--- src/rtl/cache_mem_arbiter_pkg.sv ---
// Shared definitions for the cache/memory arbiter.
// State encodings and grant codes.
package cache_mem_arbiter_pkg;

    typedef enum logic [1:0] {
        IDLE  = 2'd0,
        BURST = 2'd1,
        DONE  = 2'd2
    } state_t;

    localparam logic [1:0] GNT_NONE = 2'b00;
    localparam logic [1:0] GNT_I    = 2'b01;
    localparam logic [1:0] GNT_D    = 2'b10;

    localparam logic OWN_I = 1'b0;
    localparam logic OWN_D = 1'b1;

endpackage

--- src/rtl/cache_mem_arbiter_arb.sv ---
// Two-way round-robin arbiter.
// Bit 0 is the I-cache and bit 1 is the D-cache; last_owner 1 means D.
module rr_arb2 (
    input  logic [1:0] req,
    input  logic       last_owner,
    input  logic       en,
    output logic [1:0] gnt
);

    assign gnt[0] = en & req[0] & (~req[1] | last_owner);
    assign gnt[1] = en & req[1] & (~req[0] | ~last_owner);

endmodule

--- src/rtl/cache_mem_arbiter.sv ---
// Shares one memory port between the I-cache and the D-cache.
// One fixed-length line burst per grant.
module cache_mem_arbiter
    import cache_mem_arbiter_pkg::*;
#(
    parameter int ADDR_W     = 32,
    parameter int DATA_W     = 32,
    parameter int LINE_WORDS = 4
) (
    input  logic              clk,
    input  logic              rst,
    input  logic              i_req,
    input  logic [ADDR_W-1:0] i_addr,
    output logic [DATA_W-1:0] i_rdata,
    output logic              i_rvalid,
    output logic              i_done,
    input  logic              d_req,
    input  logic              d_we,
    input  logic [ADDR_W-1:0] d_addr,
    input  logic [DATA_W-1:0] d_wdata,
    output logic              d_wready,
    output logic [DATA_W-1:0] d_rdata,
    output logic              d_rvalid,
    output logic              d_done,
    output logic              mem_req,
    output logic              mem_we,
    output logic [ADDR_W-1:0] mem_addr,
    output logic [DATA_W-1:0] mem_wdata,
    input  logic              mem_ack,
    input  logic [DATA_W-1:0] mem_rdata,
    output logic [1:0]        grant
);

    localparam int CNT_W = $clog2(LINE_WORDS);
    localparam logic [CNT_W-1:0] LAST = CNT_W'(LINE_WORDS - 1);
    localparam logic [ADDR_W-1:0] LINE_MASK = ~ADDR_W'(LINE_WORDS * 4 - 1);

    state_t            state;
    logic [CNT_W-1:0]  beat_cnt;
    logic [ADDR_W-1:0] base;
    logic              we;
    logic              last_owner;
    logic [1:0]        gnt;

    logic burst;
    logic own_i;
    logic own_d;

    rr_arb2 u_arb (
        .req        ({d_req, i_req}),
        .last_owner (last_owner),
        .en         (state == IDLE),
        .gnt        (gnt)
    );

    always_ff @(posedge clk or posedge rst) begin
        if (rst) begin
            state      <= IDLE;
            grant      <= GNT_NONE;
            beat_cnt   <= '0;
            base       <= '0;
            we         <= 1'b0;
            last_owner <= OWN_D;
        end else begin
            unique case (state)
                IDLE: begin
                    if (gnt[0]) begin
                        grant      <= GNT_I;
                        base       <= i_addr & LINE_MASK;
                        we         <= 1'b0;
                        beat_cnt   <= '0;
                        last_owner <= OWN_I;
                        state      <= BURST;
                    end else if (gnt[1]) begin
                        grant      <= GNT_D;
                        base       <= d_addr & LINE_MASK;
                        we         <= d_we;
                        beat_cnt   <= '0;
                        last_owner <= OWN_D;
                        state      <= BURST;
                    end
                end
                BURST: begin
                    if (mem_ack) begin
                        if (beat_cnt == LAST) begin
                            beat_cnt <= '0;
                            state    <= DONE;
                        end else begin
                            beat_cnt <= beat_cnt + CNT_W'(1);
                        end
                    end
                end
                DONE: begin
                    grant <= GNT_NONE;
                    state <= IDLE;
                end
                default: begin
                    grant <= GNT_NONE;
                    state <= IDLE;
                end
            endcase
        end
    end

    assign burst = (state == BURST);
    assign own_i = (grant == GNT_I);
    assign own_d = (grant == GNT_D);

    // Outputs are gated by state so everything reads 0 outside a burst.
    assign mem_req   = burst;
    assign mem_we    = burst & we;
    assign mem_addr  = burst ? base + ADDR_W'({beat_cnt, 2'b00}) : '0;
    assign mem_wdata = burst ? d_wdata : '0;

    assign i_rvalid = mem_ack & ~we & burst & own_i;
    assign d_rvalid = mem_ack & ~we & burst & own_d;
    assign d_wready = mem_ack & we & burst & own_d;

    assign i_rdata = (burst & own_i) ? mem_rdata : '0;
    assign d_rdata = (burst & own_d) ? mem_rdata : '0;

    assign i_done = (state == DONE) & own_i;
    assign d_done = (state == DONE) & own_d;

endmodule

--- config.mk ---
export PLATFORM = sky130hd
export DESIGN_NAME = cache_mem_arbiter
export DESIGN_NICKNAME = d
export VERILOG_FILES = /design/src/rtl/cache_mem_arbiter_pkg.sv /design/src/rtl/cache_mem_arbiter_arb.sv /design/src/rtl/cache_mem_arbiter.sv
export SDC_FILE = /design/constraint.sdc
export NUM_CORES = 1
export LEC_CHECK = 0
export CAP_MARGIN = 20
export CELL_PAD_IN_SITES_DETAIL_PLACEMENT = 1
export CELL_PAD_IN_SITES_GLOBAL_PLACEMENT = 1
export CORE_MARGIN = 5
export CORE_UTILIZATION = 22
export DETAILED_ROUTE_END_ITERATION = 10
export GPL_ROUTABILITY_DRIVEN = 0
export GPL_TIMING_DRIVEN = 1
export PLACE_DENSITY = 0.84
export SKIP_LAST_GASP = 1
export SLEW_MARGIN = 20
export SYNTH_ARGS = -nofsm -noshare
export SYNTH_HDL_FRONTEND = slang
export SYNTH_SLANG_ARGS = --single-unit
--- constraint.sdc ---
create_clock -name clk -period 2.9 [get_ports clk]
set_input_delay 0.58 -clock clk [delete_from_list [all_inputs] [get_ports clk]]
set_output_delay 0.58 -clock clk [all_outputs]
set_load 0.05 [all_outputs]
Yosys cells after proc, flatten, opt, wreduce, memory -nomap -nowiden
Cells that the tools add are included.
{"block": "classes", "bitwise": 23, "addsub": 2, "n_eq_ne": 8, "mux": 23, "reduce_logical": 7}
{"cell": "32-bit 2-to-1 mux", "n": 6}
{"cell": "32-bit by 4-bit adder with 32-bit output", "n": 1}
{"cell": "2-bit 2-to-1 mux", "n": 10}
{"cell": "1-bit AND", "n": 16}
{"cell": "2-bit case mux with 2 select lines", "n": 3}
{"cell": "2-bit equality test, second input constant", "n": 3}
{"cell": "3-bit AND reduction", "n": 2}
{"cell": "1-bit NOT", "n": 5}
{"cell": "2-bit by 1-bit equality test with 1-bit output, second input constant", "n": 2}
{"cell": "1-bit 2-to-1 mux", "n": 4}
{"cell": "2-bit AND reduction", "n": 2}
{"cell": "2-bit nonzero test", "n": 2}
{"cell": "3-bit != test, second input constant", "n": 1}
{"cell": "2-bit by 1-bit adder with 2-bit output, second input constant", "n": 1}
{"cell": "2-bit zero test", "n": 1}
{"cell": "2-bit by 1-bit != test with 1-bit output, second input constant", "n": 1}
{"cell": "2-bit != test, second input constant", "n": 1}
{"cell": "1-bit bitwise OR", "n": 2}
{"block": "word_totals", "wordCells": 69, "register_bits": 40, "output_inout_bits": 137, "in_bits": 134}

Depth between registers and ports, before layout
{"block": "logic_depth", "word_depth": 6, "depth_mapped": 6, "ltp_nobuf": 4}

Hierarchy
Synthesis repeated with hierarchy kept, for this count alone.
{"block": "hier_totals", "hier_cells": 285, "area_unflattened_um2": 2807.7}
{"mod": "cache_mem_arbiter", "n_inst": 1, "cells_per_inst": 280, "area_each_um2": 2786.4, "seq_area_each_um2": 902.1}
{"mod": "rr_arb2", "n_inst": 1, "cells_per_inst": 5, "area_each_um2": 21.3, "seq_area_each_um2": 0.0}

Least setup slack after synthesis
OpenSTA, ideal clock, no wires.
{"block": "synth_timing", "kind": "register to output", "from": "register grant[0]", "to": "output d_done", "required_ns": 2.320, "path_buffers": 0, "setup_slack_ns": 0.137, "arrival_ns": 2.183, "path_stages_with_launch": 2, "cell_sequence": "dfrtp_1 -> nor4bb_1"}
{"block": "synth_via", "elab_chain_len": 2}
{"item": "start: declaration", "line": "cache_mem_arbiter.sv:31", "source": "output logic [1:0] grant"}
{"item": "start signal: assignment", "line": "cache_mem_arbiter.sv:59", "source": "grant <= GNT_NONE;"}
{"item": "start signal: assignment", "line": "cache_mem_arbiter.sv:68", "source": "grant <= GNT_I;"}
{"item": "start signal: assignment", "line": "cache_mem_arbiter.sv:75", "source": "grant <= GNT_D;"}
{"item": "2-bit equality test", "line": "cache_mem_arbiter.sv:107", "source": "assign own_d = (grant == GNT_D);"}
{"item": "1-bit AND", "line": "cache_mem_arbiter.sv:123", "source": "assign d_done = (state == DONE) & own_d;"}
{"item": "end: declaration", "line": "cache_mem_arbiter.sv:24", "source": "output logic d_done,"}
Every way passes these cells.

Worst setup path after layout
{"block": "layout_timing", "from": "register state[1]", "to": "output d_done"}
{"block": "layout_via", "elab_chain_len": 2}
{"item": "start: declaration", "line": "cache_mem_arbiter.sv:38", "source": "state_t state;"}
{"item": "start signal: assignment", "line": "cache_mem_arbiter.sv:58", "source": "state <= IDLE;"}
{"item": "start signal: assignment", "line": "cache_mem_arbiter.sv:73", "source": "state <= BURST;"}
{"item": "start signal: assignment", "line": "cache_mem_arbiter.sv:80", "source": "state <= BURST;"}
{"item": "2-bit equality test", "line": "cache_mem_arbiter.sv:123"}
{"item": "1-bit AND", "line": "cache_mem_arbiter.sv:123"}
Every way passes these cells.

==> flow_summary.yaml <==
floorplan:
  die_y_um: 126
  die_x_um: 126
  io_pins: 271
  die_area_um2: 15800
  initial_core_util_pct: 22.3
  core-area_um2: 13200
  rows: 42
synthesis:
  yosysSeqAreaShare_pct: 30.7
  ys_async_sr_fraction_pct: 100
  synth_cell_type_count: 35
  syn_area_per_cell_um2: 8.40
  synth_edf_count: 0
  synth_area_um2: 2940
  synth_top_cells_by_area: "dfrtp_1 30%, and2_1 27%, o311ai_2 11%"
  ys_ff_latch: 36
  synth_ff_type: "dfrtp_1"
  synth_top_area_cell: "dfrtp_1"
  synth_top_area_share_pct: 29.8
  syn_inst: 350
  yosysWarnings: 0
routing:
  wl_um: 14300
  first_iter_violations: 65
  vias_per_cell: 4.49
  final_antenna_net_count: 0
  via_count: 3461
  wl_per_cell_um: 18.6
  drc_errors: 0
  drt-pass1-iter-count: 4
global_routing:
  grt_usage_pct: 17.4
  antenna_found_initial: 0
  grt.overflow.total: 0
  grt_pass1_vias: 3897
  grt_max_degree: 54
  grt_first_pass_wirelength_um: 22100
setup_path:
  cp-start-kind: "flop"
  required_ns: 2.32
  critPathArrivalTime_ns: 2.09
  worstSetupPathType: "flop to output pin"
  crit_path_end_kind: "output pin"
  cpMaxStageDelayCell: "clkdlybuf4s50_1"
  cp_slowest_stage_delay_ns: 0.86
  worstPathCellList: "nor4bb_1 -> clkdlybuf4s50_1"
  crit_fanout: 11
  crit_buf_inv: 1
  path_delay_family: "buffers and inverters"
  reg2reg_slack_ns: 0.93
sta:
  setup_tns_ns: 0
  timing.final.crit_share_pct: 92.2
  fmax_ghz: 0.374
  rsz0062_at_grt: "no"
  min_period_ns: 2.67
  worstMarginPinSlew_ns: 0.973
  setup_viol: 0
  finalHoldViolations: 0
  finalClockSkew_ns: 0.00257
  setup_slack_ns: 0.228
  maxSlewViolCount: 0
  relSlewSlack_pct: 35.1
place:
  dp_hpwl_um: 11900
  port_buffers: 260
  post-place-ws_ns: 0.315
  place_area_um2: 6310
clock_network:
  ctsResizeCount: 0
  post_cts_buffers: 0
  insertion_delay_ns: 0.27
  htree_levels: 2
  clk_pin_slew_worst_paths_ns: 0.05
  cts_buffers: 5
  cts_root_buffer: "clkbuf_16"
  clk_path_buf_depth: 2
  cts_sinks: 36
  cts_tree: "built"
  holdBufCountCts: 0
final_layout:
  fin_nets: 729
  antenna_cells: 0
  area_growth_pct: 120
  fin_area_um2: 6470
  utilization_pct: 49.0
  fillers: 1463
  drive_above_1_share_pct: 29.6
power_and_ir_drop:
  peakVddDrop_uv: 565
  finalPower_w: 0.00749
  cellPowerDensity_nw_per_um2: 1160
  power_leakage_nw: 2.77
hold_path:
  hold_class: "flop to flop"
run:
  drv_cap: 0
outcome:
  status: "finished, final reports clean"
## routing by layer
layer | wire, um | track usage, %
met5 | 0 | 0
met4 | 173 | 2.81
met3 | 844 | 3.71
met2 | 8050 | 34.2
met1 | 5270 | 19.2
## cells in the mapped netlist (3+ instances only)
| cell | instances |
|---|---|
| and2_1 | 128 |
| and3_1 | 3 |
| buf_2 | 10 |
| buf_4 | 3 |
| buf_6 | 5 |
| clkbuf_1 | 9 |
| clkbuf_2 | 7 |
| dfrtp_1 | 35 |
| inv_1 | 32 |
| nand2_1 | 4 |
| nand2b_1 | 3 |
| nand3_1 | 28 |
| nor2_1 | 3 |
| o21ai_0 | 21 |
| o21ai_1 | 9 |
| o311ai_1 | 6 |
| o311ai_2 | 20 |
## worst register-to-register path, delay by kind of cell, from the launching register on
kind            cells  cell delay, ns
compound gates      2            0.44
flops               1            0.62
simple gates        1            0.82
## flip-flops by register name, summed over array words and instances, names as in the netlist
| name | flops |
|---|---|
| last_owner | 1 |
| base | 28 |
| beat_cnt | 2 |
| grant | 2 |
| state | 2 |
| we | 1 |
## power breakdown
part | switching (W) | internal, W | total [W]
clock network | 0.000187 | 0.000342 | 0.000529
registers | 0.000148 | 0.000758 | 0.000906
logic | 0.00361 | 0.00245 | 0.00605
total | 0.00394 | 0.00355 | 0.00749
## stage by stage
stage,std cells,hold WS [ns]
floorplan,351,0.447
global placement,763,0.457
detailed placement,763,0.475
CTS,771,0.483
global route,771,0.493
finish,771,0.478
## layout make-up
type                            instances  area (um^2)  area share [%]
Inverter                               32          120            1.86
Sequential cell                        36          902            14.0
Tap cell                              176          220            3.41
Clock buffer                            8          146            2.26
Timing Repair Buffer                  270         3330            51.4
Multi-Input combinational cell        249         1750            27.1
## cells by family (layout without fill, tap and decap cells)
family	Yosys count	after routing	share of synthesized area [%]
adders and majority gates	1	1	0.426
DFF	36	36	30.7
AOI/OAI and AO/OA	66	66	20.6
buffers and inverters	66	310	10.8
other	1	2	0.128
and+or+nand+nor	180	180	37.3
## layout by cell type (no fill, tap or decap), types with 2 or more instances in the layout
master and count:
o311ai_0 2, clkbuf_16 5, nand3_1 28, and3_1 3
nor2_1 2, nand3b_1 2, dfrtp_1 35, nand2b_1 3
clkbuf_1 2, a21oi_1 2, nand2_1 4, and2_1 128
conb_1 2, buf_4 63, buf_12 78, o311ai_1 6
a31o_2 2, inv_1 32, nor3_1 2, clkdlybuf4s50_1 129
o21ai_1 9, o311ai_2 20, o21ai_0 21
## worst paths after layout
path	cells after the start	startpoint	to
hold reg to reg	2	last_owner	last_owner
setup / recovery	2	state[1]	d_done
hold / removal	2	last_owner	last_owner
min in group asynchronous	3	rst	base[15]
setup reg to reg	3	state[1]	base[12]
max in group asynchronous	3	rst	last_owner
Power figures use the tool's default switching activity.
